$ cat src/rtl/pingpong_ball_seq.sv
// Ball position, ball-step timer and BCD score counters for the ping-pong game.
// Define GAMEOVER_BLINK_EN to blink all LEDs in game over instead of showing the winner's end.
module pingpong_ball_seq #(
  parameter int unsigned SLOW_DIV = 25000000,
  parameter int unsigned FAST_DIV = 12500000,
  parameter int unsigned CNT_W    = 25
) (
  input  logic       CLK,
  input  logic       RST,
  input  logic [2:0] CS,
  output logic [5:0] LED,
  output logic [3:0] SCOREA,
  output logic [3:0] SCOREB,
  output logic       STEP
);

  localparam logic [2:0] CS_SERVE  = 3'b000;
  localparam logic [2:0] CS_TO_B   = 3'b001;
  localparam logic [2:0] CS_TO_A   = 3'b010;
  localparam logic [2:0] CS_PT_A   = 3'b011;
  localparam logic [2:0] CS_PT_B   = 3'b100;
  localparam logic [2:0] CS_OVER   = 3'b101;
  localparam logic [2:0] CS_FAST_B = 3'b110;
  localparam logic [2:0] CS_FAST_A = 3'b111;

  localparam logic [CNT_W-1:0] SLOW_LAST = CNT_W'(SLOW_DIV - 1);
  localparam logic [CNT_W-1:0] FAST_LAST = CNT_W'(FAST_DIV - 1);
  localparam logic [5:0]       LED_A_END = 6'b000001;
  localparam logic [5:0]       LED_B_END = 6'b100000;
  localparam logic [3:0]       SCORE_MAX = 4'd9;

  logic [5:0]       led_q, led_d;
  logic [3:0]       scorea_q, scorea_d;
  logic [3:0]       scoreb_q, scoreb_d;
  logic             step_q, step_d;
  logic [CNT_W-1:0] cnt_q, cnt_d;
  logic [2:0]       pcs_q, pcs_d;

  logic             prev_moving;
  logic             shift_left;
  logic [CNT_W-1:0] div_last;
  logic             wrap;

  function automatic logic is_moving(input logic [2:0] code);
    return (code == CS_TO_B) || (code == CS_TO_A) ||
           (code == CS_FAST_B) || (code == CS_FAST_A);
  endfunction

  assign prev_moving = is_moving(pcs_q);
  assign shift_left  = (CS == CS_TO_B) || (CS == CS_FAST_B);
  assign div_last    = ((CS == CS_FAST_B) || (CS == CS_FAST_A)) ? FAST_LAST : SLOW_LAST;
  assign wrap        = (cnt_q == div_last);

  // Next-state logic; counter defaults to cleared so only running states advance it
  always_comb begin
    led_d    = led_q;
    scorea_d = scorea_q;
    scoreb_d = scoreb_q;
    step_d   = 1'b0;
    cnt_d    = '0;
    pcs_d    = CS;
    case (CS)
      CS_SERVE: led_d = '0;
      CS_TO_B, CS_TO_A, CS_FAST_B, CS_FAST_A: begin
        if (!prev_moving) begin
          led_d = shift_left ? LED_A_END : LED_B_END;
        end else if (CS == pcs_q) begin
          if (wrap) begin
            step_d = 1'b1;
            if (shift_left) led_d = led_q[5] ? led_q : {led_q[4:0], 1'b0};
            else            led_d = led_q[0] ? led_q : {1'b0, led_q[5:1]};
          end else begin
            cnt_d = cnt_q + CNT_W'(1);
          end
        end
      end
      CS_PT_A: begin
        led_d = '0;
        if ((pcs_q != CS_PT_A) && (scorea_q != SCORE_MAX)) scorea_d = scorea_q + 4'd1;
      end
      CS_PT_B: begin
        led_d = '0;
        if ((pcs_q != CS_PT_B) && (scoreb_q != SCORE_MAX)) scoreb_d = scoreb_q + 4'd1;
      end
      CS_OVER: begin
        if ((pcs_q == CS_OVER) && !wrap) cnt_d = cnt_q + CNT_W'(1);
`ifdef GAMEOVER_BLINK_EN
        if (pcs_q != CS_OVER) begin
          led_d = '0;
        end else if (wrap) begin
          led_d  = ~led_q;
          step_d = 1'b1;
        end
`else
        if (scorea_q == SCORE_MAX)      led_d = LED_A_END;
        else if (scoreb_q == SCORE_MAX) led_d = LED_B_END;
        else                            led_d = '0;
`endif
      end
      default: led_d = '0;
    endcase
  end

  always_ff @(posedge CLK) begin
    if (RST) begin
      led_q    <= '0;
      scorea_q <= '0;
      scoreb_q <= '0;
      step_q   <= 1'b0;
      cnt_q    <= '0;
      pcs_q    <= '0;
    end else begin
      led_q    <= led_d;
      scorea_q <= scorea_d;
      scoreb_q <= scoreb_d;
      step_q   <= step_d;
      cnt_q    <= cnt_d;
      pcs_q    <= pcs_d;
    end
  end

  assign LED    = led_q;
  assign SCOREA = scorea_q;
  assign SCOREB = scoreb_q;
  assign STEP   = step_q;

endmodule

$ cat config.mk
export PLATFORM = sky130hd
export DESIGN_NAME = pingpong_ball_seq
export DESIGN_NICKNAME = d
export VERILOG_FILES = /design/src/rtl/pingpong_ball_seq.sv
export SDC_FILE = /design/constraint.sdc
export NUM_CORES = 1
export LEC_CHECK = 0
export CAP_MARGIN = 5
export CORE_AREA = 2 2 68 70
export DETAILED_ROUTE_END_ITERATION = 6
export DIE_AREA = 0 0 70 72
export PLACE_DENSITY_LB_ADDON = 0.15
export SLEW_MARGIN = 20
export SYNTH_ARGS = -nofsm -noshare
export SYNTH_HDL_FRONTEND = slang
export SYNTH_SLANG_ARGS = --single-unit
$ cat constraint.sdc
create_clock -name CLK -period 4.7 [get_ports CLK]
set_input_delay 0.47 -clock CLK [delete_from_list [all_inputs] [get_ports CLK]]
set_output_delay 0.47 -clock CLK [all_outputs]
set_load 0.02 [all_outputs]
==> results_dict.tcl <==
set metrics [dict create \
    r2r-end "cnt_q[24]$_SDFF_PP0_" \
    netlist_instances 264 \
    grt-ovfl-total 0 \
    cts_resized 0 \
    grt_pass1_vias 1653 \
    worstPathRequired_ns 4.91 \
    core_um2 4260 \
    io_buffer_count 19 \
    synthesis.nets 274 \
    synth_area_um2 2300 \
    synth_common_cells "50 x nor2_1, 43 x dfxtp_1, 18 x nand2_1" \
    clock-root-buffer "clkbuf_8" \
    cts_buffer_depth 2 \
    synth_area_leader_cell "dfxtp_1" \
    ys.flop_type "dfxtp_1" \
    io_pins 20 \
    synth_cell_type_count 54 \
    rr_worst_depth 6 \
    intPower_mw 0.605 \
    cp.arrival_ns 2.88 \
    fin_nets 291 \
    clk_pin_slew_ns 0.08 \
    fin_tns_setup_ns 0 \
    row_count 24 \
    switchingPower_mw 0.167 \
    rsz0062_at_grt "false" \
    grt_pass1_wl_um 7350 \
    fin_util_pct 61.6 \
    slew_headroom_pct 38.9 \
    cp_max_fo 25 \
    pwr-share-comb_pct 7.5 \
    drt_wl_total_um 4130 \
    grt_usage_pct 18.1 \
    drt-vias-per-instance 5.35 \
    initialDrtViolationCount 122 \
    ys_seq_area_share_pct 37.4 \
    route.detailed.drc 0 \
    fmax_mhz 375 \
    fin_crit_sh_pct 56.7 \
    yosysMostFrequentCell "nor2_1" \
    status "completed" \
    diodes 0 \
    synth-async-reset-ratio_pct 0 \
    antenna_found_initial 0 \
    cp-start-kind "input pin" \
    powerDensity_nw_per_um2 294 \
    cts_tree "built" \
    syn2layout_area_growth_pct 14.0 \
    drive_above_1_share_pct 9.22 \
    start_util_pct 54.0 \
    clock-sinks 43 \
    synth_seq_cells 43 \
    avgSynthCellArea_um2 8.73 \
    tightest_slew_ns 0.913 \
    die_y_um 72 \
    postRouteAntennaNets 0 \
    hpwl_um 2960 \
    netlist.area_leader.share_pct 37.4 \
    cts_setup_buffers 0 \
    holdWs_ns 0.469 \
    reg2reg_from "cnt_q[13]$_SDFF_PP0_" \
    hold_path_end "cnt_q[0]$_SDFF_PP0_" \
    whs_path_depth 1 \
    cp-end-kind "register" \
    leakagePower_nw 0.853 \
    synth_edf_count 0 \
    routabilityCongestion 0.772 \
    clock_latency_ns 0.29 \
    wl_per_cell_um 12.4 \
    grt_max_degree 26 \
    cts_max_level 2 \
    worstHoldPathType "register to register" \
    holdCritStartpoint "cnt_q[0]$_SDFF_PP0_" \
    peakVddDrop_mv 0.166 \
    regToRegSetupSlack_ns 2.22 \
    dr_total_vias 1788 \
    cts_hold_buf 0 \
    setup_viol 0 \
    finalHoldViolations 0 \
    cts_buffers 5 \
    seqPwrFrac_pct 48.6 \
    finalClockSkew_ns 0.00619 \
    switching_share_pct 21.6 \
    synthTopCellsByArea "dfxtp_1 37%, nor2_1 8.1%, xor2_1 6.5%, xnor2_1 5.7%, nand3_1 3.3%" \
    drv_cap 0 \
    crit_type "input pin to register" \
    yosys_warnings 0 \
    die_w_um 70 \
    p_clk_share_pct 43.9 \
    period_needed_ns 2.67 \
    drv_slew 0 \
    dieArea_um2 5040 \
    firstDrtPassIters 4 \
    fillers 367 \
]
## cell families (layout without fill, tap and decap cells)
kind of cell	after synthesis	in the layout	share of synthesized area, %
AOI/OAI and AO/OA	33	33	11.8
xor gates and xnor gates	33	33	12.9
adders and majority gates	5	5	2.71
buffers and inverters	16	34	4.18
DFF	43	43	37.4
muxes	3	3	1.41
and+or+nand+nor	131	131	29.7
## power groups by stage
| stage | registers (mW) | clock network (mW) | logic, mW |
|---|---|---|---|
| 2_1_floorplan | 0.385 | 0 | 0.0429 |
| 3_3_place_gp | 0.384 | 0 | 0.0574 |
| 3_5_place_dp | 0.384 | 0 | 0.0575 |
| 4_1_cts | 0.376 | 0.350 | 0.0583 |
| 5_1_grt | 0.377 | 0.361 | 0.0647 |
| 6_report | 0.376 | 0.339 | 0.0580 |
## layout by cell type (no fill, tap or decap), types with 4 or more instances in the layout
cell type,synthesis,layout
a21oi_1,5,5
and3_1,4,4
clkbuf_8,0,5
clkdlybuf4s50_1,0,19
dfxtp_1,43,43
ha_1,5,5
inv_1,7,7
nand2_1,18,18
nand2b_1,5,5
nand3_1,15,15
nand4_1,7,7
nor2_1,50,50
nor3_1,5,5
nor3b_1,4,4
o21ai_0,4,4
o2bb2ai_1,4,4
xnor2_1,15,15
xor2_1,17,17
## cell type report
cell class / count / area, um2 / share of cell area (%)
clock inverters: 3 / 67.6 / 2.57
multi-input cells: 205 / 1350 / 51.3
clock buffers: 5 / 68.8 / 2.62
inverters: 7 / 26.3 / 1.00
repair buffers: 19 / 190 / 7.24
well taps: 52 / 65.1 / 2.48
flip-flops and latches: 43 / 861 / 32.8
## through the flow
stage	std cells	setup slack [ns]	power, mW	area, um2
global route	334	1.63	0.802	2630
detailed placement	326	1.64	0.442	2490
finish	334	2.03	0.772	2630
CTS	334	1.97	0.784	2630
global placement	326	1.72	0.442	2490
floorplan	264	2.52	0.428	2300
## routing by layer
metal | global-route usage [%] | part of all wire [%] | vias up
met3 | 4.17 | 2.8 | 5
met5 | 0 | 0 | -
met1 | 23.1 | 48 | 807
li1 | - | - | 955
met4 | 6.41 | 1.4 | 0
met2 | 30.2 | 48 | 21
## worst max-delay path by stage
stage                   startpoint                   end  cells past startpoint
6_report                     CS[1]  cnt_q[24]$_SDFF_PP0_                      7
5_1_grt                      CS[1]   cnt_q[0]$_SDFF_PP0_                      7
4_1_cts                      CS[1]  cnt_q[24]$_SDFF_PP0_                      7
3_5_place_dp                 CS[1]   cnt_q[4]$_SDFF_PP0_                      7
3_3_place_gp                 CS[1]  cnt_q[18]$_SDFF_PP0_                      7
2_1_floorplan  cnt_q[8]$_SDFF_PP0_   LED[2]$_SDFFE_PP0P_                      6
## state kept, by name, summed over array words and instances, names as in the netlist
name    count
SCOREB      4
cnt_q      25
pcs_q       3
SCOREA      4
STEP        1
LED         6
## worst max-delay path: stages
cell and delay [ns]:
clkdlybuf4s50_1 0.86, a21boi_0 0.22, o21ai_2 0.28, nor2_1 0.06
nand2_1 0.07, nand3_1 0.63, nor2_1 0.28
Note: power is estimated with default switching activity, not from simulation.
